### src/rtl/mod_counter_pkg.sv
// mod_counter_pkg -- shared types and constants for the modulo counter.
//   dir_e   : count direction (DIR_UP = 0, DIR_DOWN = 1)
//   mode_e  : MODE_WRAP free-runs, MODE_ONESHOT halts at the terminal count
//   state_e : counter FSM states RUN / HALT
package mod_counter_pkg;

  typedef enum logic {
    DIR_UP   = 1'b0,
    DIR_DOWN = 1'b1
  } dir_e;

  typedef enum logic {
    MODE_WRAP    = 1'b0,
    MODE_ONESHOT = 1'b1
  } mode_e;

  typedef enum logic {
    RUN  = 1'b0,
    HALT = 1'b1
  } state_e;

  localparam int WIDTH_MIN = 2;
  localparam int WIDTH_MAX = 32;

  // Number of distinct values a w-bit register can hold, as a 64-bit value
  // so that w = 32 does not overflow.
  function automatic logic [63:0] full_range(input int w);
    return 64'd1 << w;
  endfunction

endpackage

### src/rtl/mod_counter_prescaler.sv
// mod_counter_prescaler -- divides the enable stream so that tick_o fires on
// every PRESCALE-th cycle in which enb_i is high.
// Ports:
//   clk_i     : clock, rising edge
//   rst_i     : synchronous active-high reset
//   restart_i : synchronous restart (counter clear or load), same effect as reset
//   enb_i     : enable; only enabled cycles advance the prescaler
//   tick_o    : combinational tick, high in the PRESCALE-th enabled cycle
module mod_counter_prescaler #(
  parameter int PRESCALE = 4
) (
  input  logic clk_i,
  input  logic rst_i,
  input  logic restart_i,
  input  logic enb_i,
  output logic tick_o
);

  localparam int CW = (PRESCALE > 1) ? $clog2(PRESCALE) : 1;
  localparam logic [CW-1:0] LAST = CW'(PRESCALE - 1);

  if (PRESCALE < 1) begin : g_bad_prescale
    $error("mod_counter_prescaler: PRESCALE must be >= 1");
  end

  logic [CW-1:0] cnt_q;
  logic [CW-1:0] cnt_d;

  assign tick_o = enb_i && (cnt_q == LAST);

  always_comb begin
    cnt_d = cnt_q;
    if (enb_i) begin
      cnt_d = (cnt_q == LAST) ? '0 : cnt_q + CW'(1);
    end
  end

  always_ff @(posedge clk_i) begin
    if (rst_i || restart_i) begin
      cnt_q <= '0;
    end else begin
      cnt_q <= cnt_d;
    end
  end

endmodule

### src/rtl/mod_counter.sv
// mod_counter -- up/down modulo-MODULUS counter with wrap or one-shot mode.
// Optional prescaler compiled in with `define MOD_COUNTER_PRESCALE_EN
// (adds parameter PRESCALE); without it every enb cycle is a tick.
// Ports:
//   clk        : clock, rising edge
//   rst        : synchronous active-high reset (count 0, RUN, done 0)
//   enb        : count enable
//   dir        : 0 count up, 1 count down
//   mode       : 0 wrap, 1 one-shot (halt at terminal count)
//   clear      : synchronous clear to 0, releases HALT
//   load       : synchronous load of load_value (clamped to MODULUS-1)
//   load_value : value taken on load
//   count      : registered count
//   carryout   : combinational terminal pulse, cascadable to a downstream enb
//   done       : registered, high while halted in one-shot
//   state_o    : debug view of the FSM state
// Priority each cycle: rst > clear > load > tick.
module mod_counter
  import mod_counter_pkg::*;
#(
  parameter int              WIDTH   = 4,
  parameter longint unsigned MODULUS = 64'd1 << WIDTH
`ifdef MOD_COUNTER_PRESCALE_EN
  ,
  parameter int              PRESCALE = 4
`endif
) (
  input  logic             clk,
  input  logic             rst,
  input  logic             enb,
  input  logic             dir,
  input  logic             mode,
  input  logic             clear,
  input  logic             load,
  input  logic [WIDTH-1:0] load_value,
  output logic [WIDTH-1:0] count,
  output logic             carryout,
  output logic             done,
  output state_e           state_o
);

  if (WIDTH < WIDTH_MIN || WIDTH > WIDTH_MAX) begin : g_bad_width
    $error("mod_counter: WIDTH must be in 2..32");
  end
  if (MODULUS < 64'd2 || MODULUS > full_range(WIDTH)) begin : g_bad_modulus
    $error("mod_counter: MODULUS must be in 2..2**WIDTH");
  end

  localparam logic [WIDTH-1:0] TERM_UP    = WIDTH'(MODULUS - 64'd1);
  // A full-range modulus wraps by plain register overflow.
  localparam bit               FULL_RANGE = (MODULUS == full_range(WIDTH));

  state_e           state_q, state_d;
  logic [WIDTH-1:0] count_q, count_d;
  logic             done_q, done_d;
  logic             tick;
  logic             at_term;
  logic [WIDTH-1:0] step_val;
  logic [WIDTH-1:0] load_clamped;

`ifdef MOD_COUNTER_PRESCALE_EN
  mod_counter_prescaler #(
    .PRESCALE (PRESCALE)
  ) u_prescaler (
    .clk_i     (clk),
    .rst_i     (rst),
    .restart_i (clear | load),
    .enb_i     (enb),
    .tick_o    (tick)
  );
`else
  assign tick = enb;
`endif

  // Terminal follows the live dir input, so a direction change takes effect
  // on the very next tick without touching the count.
  assign at_term  = (dir == DIR_DOWN) ? (count_q == '0) : (count_q == TERM_UP);
  assign carryout = tick && (state_q == RUN) && at_term && !clear && !load;

  assign load_clamped = (64'(load_value) >= MODULUS) ? TERM_UP : load_value;

  always_comb begin
    step_val = count_q;
    if (FULL_RANGE) begin
      step_val = (dir == DIR_DOWN) ? count_q - WIDTH'(1) : count_q + WIDTH'(1);
    end else if (dir == DIR_DOWN) begin
      step_val = (count_q == '0) ? TERM_UP : count_q - WIDTH'(1);
    end else begin
      step_val = (count_q == TERM_UP) ? '0 : count_q + WIDTH'(1);
    end
  end

  always_comb begin
    state_d = state_q;
    count_d = count_q;
    done_d  = done_q;
    if (clear) begin
      state_d = RUN;
      count_d = '0;
      done_d  = 1'b0;
    end else if (load) begin
      state_d = RUN;
      count_d = load_clamped;
      done_d  = 1'b0;
    end else if (tick && (state_q == RUN)) begin
      if (at_term && (mode == MODE_ONESHOT)) begin
        // One-shot: hold at terminal instead of wrapping.
        state_d = HALT;
        done_d  = 1'b1;
      end else begin
        count_d = step_val;
      end
    end
  end

  always_ff @(posedge clk) begin
    if (rst) begin
      state_q <= RUN;
      count_q <= '0;
      done_q  <= 1'b0;
    end else begin
      state_q <= state_d;
      count_q <= count_d;
      done_q  <= done_d;
    end
  end

  assign count   = count_q;
  assign done    = done_q;
  assign state_o = state_q;

endmodule

### config.mk
export PLATFORM = sky130hd
export DESIGN_NAME = mod_counter
export DESIGN_NICKNAME = d
export VERILOG_FILES = /design/src/rtl/mod_counter_pkg.sv /design/src/rtl/mod_counter_prescaler.sv /design/src/rtl/mod_counter.sv
export SDC_FILE = /design/constraint.sdc
export NUM_CORES = 1
export LEC_CHECK = 0
export CORE_AREA = 2 2 39 41
export CTS_BUF_LIST = sky130_fd_sc_hd__clkbuf_4 sky130_fd_sc_hd__clkbuf_8 sky130_fd_sc_hd__clkbuf_16
export CTS_CLUSTER_SIZE = 25
export DETAILED_ROUTE_END_ITERATION = 8
export DIE_AREA = 0 0 41 43
export PLACE_DENSITY = 0.61
export SLEW_MARGIN = 10
export SYNTH_ARGS = -nofsm -noshare
export SYNTH_HDL_FRONTEND = slang
export SYNTH_HIERARCHICAL = 1
export SYNTH_SLANG_ARGS = --single-unit
### constraint.sdc
create_clock -name clk -period 4.5 [get_ports clk]
set_input_delay 0.9 -clock clk [delete_from_list [all_inputs] [get_ports clk]]
set_output_delay 0.9 -clock clk [all_outputs]
set_load 0.005 [all_outputs]
# Word level (Yosys, flattened, before mapping)
# Cells that the tools add are included.
# word_totals
input_bits,11
output_inout_bits,7
wordCells,25
reg_bits,5
# classes
bitwise,1
reduce_logical,13
eq_ne,2
add_sub_neg,2
muxes,5
# op_table
cell,count
$mux W4,4
$logic_and A1 B1 Y1,5
$add A4 B1 Y4 const B,1
$eq A4 B4 Y1 const B,1
$logic_not A4 Y1,1
$reduce_and A2 Y1,2
$sub A4 B1 Y4 const B,1
$reduce_or A3 Y1,1
$logic_not A1 Y1,2
$ne A2 B2 Y1 const B,1
$reduce_bool A2 Y1,1
$reduce_or A2 Y1,1
$mux W1,1
$not A1 Y1,1

# Logic depth before layout (Yosys ltp)
# depth
word_depth,6
depth_mapped,5
ltp_nobuf,5

# Least setup slack after synthesis
# Ideal clock, no wire load.
# synth_timing
kind,input to output
from,input port dir
to,output port carryout
arrival_ps,1329
t_required_ps,3600
n_path_buf,0
path_slack_ps,2271
cell_stages,2
cell_sequence,mux2i_1 nor4b_1
# synth_between
elab_chain_len,4
# synth_rtl
item,line_no,rtl
start: declaration,mod_counter.sv:31,"input logic dir,"
$mux W1,mod_counter.sv:77,assign at_term = (dir == DIR_DOWN) ? (count_q == '0) : (count_q == TERM_UP);
$logic_and A1 B1 Y1 (3 in series),mod_counter.sv:78,assign carryout = tick && (state_q == RUN) && at_term && !clear && !load;
end: declaration,mod_counter.sv:37,"output logic carryout,"
# No other way between the ends.

# Worst setup path after layout
# Same ends and word-level chain as after synthesis.

==> flow_summary.yaml <==
status:
  status: "complete, no violations"
job:
  drv_cap: 0
drt:
  routedWlPerCell_um: 11.3
  ant_nets: 0
  drcViolationCount: 0
  firstDrtPassIters: 4
  drtIter0Drc: 2
  routed_via_density: 4.99
  vias: 414
  wl_um: 937
grt:
  grt_max_degree: 8
  antenna_found_initial: 0
  grt_pass1_vias: 377
  overflow: 0
  track_usage_pct: 13.3
  grt_pass1_wl_mm: 1.54
sta:
  setup_slack_ns: 1.11
  report.final.slew_viol_count: 0
  slew_headroom_pct: 82.5
  fin_crit_sh_pct: 75.3
  rsz0062_at_grt: "false"
  setup_viol: 0
  tightest_slew_ns: 0.262
  period_needed_ns: 3.39
  finClkSkew_ns: 0.00461
  hold_viol: 0
  fmax_mhz: 295
  finalSetupTns_ns: 0
die:
  row_count: 14
  io_pins: 18
  start_util_pct: 30.4
  die_y_um: 43
  dieArea_um2: 1760
  core_um2: 1380
  die_x_um: 41
critical_path:
  endpoint_kind: "output pin"
  slowest_delay_ns: 0.61
  required_ns: 3.60
  path_class: "in2out"
  crit_slowest_cell: "clkdlybuf4s50_1"
  path_cells: "clkdlybuf4s50_1 > mux2i_1 > nor4b_1 > clkdlybuf4s50_1"
  cp.arrival_ns: 2.49
  cpMostUsedCell: "clkdlybuf4s50_1"
  critPathMaxFanout: 7
  crit_path_start_kind: "primary input"
pwr:
  p_sw_share_pct: 27.4
  power.internal_mw: 0.110
  switching_power_mw: 0.0416
  ir_drop_mv: 0.110
  p_leak_nw: 0.232
  pwr-share-clk_pct: 39.8
  pwr-share-comb_pct: 27.9
  pwr-share-seq_pct: 32.3
  pwr_density_cell_nw_per_um2: 239
hold_path:
  min_path_type: "reg2reg"
cells_and_area:
  layout.nets: 82
  layout_common_cells: "17 x clkdlybuf4s50_1, 5 x dfxtp_1, 4 x inv_1, 4 x nand3_1, 4 x clkbuf_4"
  drive_gt1_share_pct: 11.9
  multi_input_area_um2: 298
  fin_cells: 83
  fillers: 146
  mostFrequentLayoutCell: "clkdlybuf4s50_1"
  finalInstanceArea_um2: 633
  diodes: 0
  area_delta_synth_final_pct: 50.6
  seq_area_um2: 100
logic_synthesis:
  synth_edf_count: 0
  syn_area_per_cell_um2: 8.94
  netlist_area_um2: 420
  yosys_most_used_dff: "dfxtp_1"
  ys_seq_area_share_pct: 23.8
  yosysWarnings: 6
  ys_ff_latch: 5
  syn_nets: 61
  synth_cell_types: 27
  async_flop_share_pct: 0
  synthCells: 47
placement:
  post-dp-hpwl_um: 742
  gp_congestion: 0.726
  port_buffers: 17
  dp_slack_ns: 1.10
  placed_cells: 79
  placed_cell_area_um2: 603
clock_tree:
  clk_pin_slew_ns: 0.04
  postCtsSetupBuffers: 0
  clk_path_buf_depth: 2
  insertion_delay_ns: 0.25
  h-tree-depth: 1
  cts_root_buf: "clkbuf_4"
  cts_resized: 0
  cts_hold_buffers: 0
  clock-sinks: 5
  cts_inserted_buffers: 3
  cts_tree: "done"
-- stage by stage --
step | total power, mW | hold WS [ns] | util, %
floorplan | 0.0726 | 0.524 | -
global placement | 0.0924 | 0.542 | 43.6
detailed placement | 0.0922 | 0.556 | 43.6
CTS | 0.154 | 0.567 | 45.8
global route | 0.161 | 0.603 | 45.8
finish | 0.152 | 0.568 | 45.8
-- layer usage --
layer | global-route usage [%] | vias to the layer above | share of wire, %
met1 | 16.3 | 180 | 47
li1 | - | 215 | -
met2 | 17.2 | 16 | 45
met3 | 4.71 | 3 | 5.1
met5 | 0 | - | 0
met4 | 12.0 | 0 | 2.7
-- worst max-delay path, delay by kind of cell --
family,cells,cell delay (ns)
buf+inv,2,1.16
mux,1,0.20
simple gates,1,0.23
-- power by group through the flow --
stage	registers [mW]	logic, mW	clock network, mW
finish	0.0490	0.0422	0.0603
global route	0.0494	0.0467	0.0654
CTS	0.0491	0.0427	0.0622
detailed placement	0.0499	0.0423	0
global placement	0.0499	0.0425	0
floorplan	0.0496	0.0230	0
-- cell type report --
cell class,instances,area share (%)
Tap cell,16,3.16
Timing Repair Buffer,17,26.9
Sequential cell,5,15.8
Clock buffer,4,4.74
Multi-Input combinational cell,37,47.0
Inverter,4,2.37
-- worst paths after layout --
kind | start | end | slack, ns | cells past startpoint
setup / recovery | dir | carryout | 1.11 | 4
hold / removal | count[3]$_SDFFE_PP0P_ | count[3]$_SDFFE_PP0P_ | 0.57 | 2
setup reg to reg | count[1]$_SDFFE_PP0P_ | count[0]$_SDFFE_PP0P_ | 2.75 | 4
hold reg to reg | count[3]$_SDFFE_PP0P_ | count[3]$_SDFFE_PP0P_ | 0.57 | 2
-- synthesized netlist by cell type (2+ instances only) --
library cell | count | area [um^2]
ha_1 | 2 | 25.0
xnor2_1 | 2 | 17.5
nand2_1 | 3 | 11.3
nor2_1 | 3 | 11.3
a21oi_1 | 3 | 15.0
nand3_1 | 4 | 20.0
dfxtp_1 | 5 | 100
mux2i_1 | 2 | 20.0
inv_1 | 4 | 15.0
nand4_1 | 2 | 12.5
-- cells by family (layout without fill, tap and decap cells) --
kind of cell | after synthesis | after routing | synth area share, %
AO/OA/AOI/OAI | 11 | 11 | 24.4
XOR/XNOR | 3 | 3 | 6.25
adder cells (fa/ha/maj) | 3 | 3 | 10.7
buffers and inverters | 5 | 25 | 5.36
flip-flops | 5 | 5 | 23.8
multiplexers | 2 | 2 | 4.76
AND/OR/NAND/NOR | 18 | 18 | 24.7
-- registers in the layout, summed over array words and instances, names as in the netlist --
signal / count
count: 4
done: 1
No activity file was read; power rests on OpenSTA's default activity.
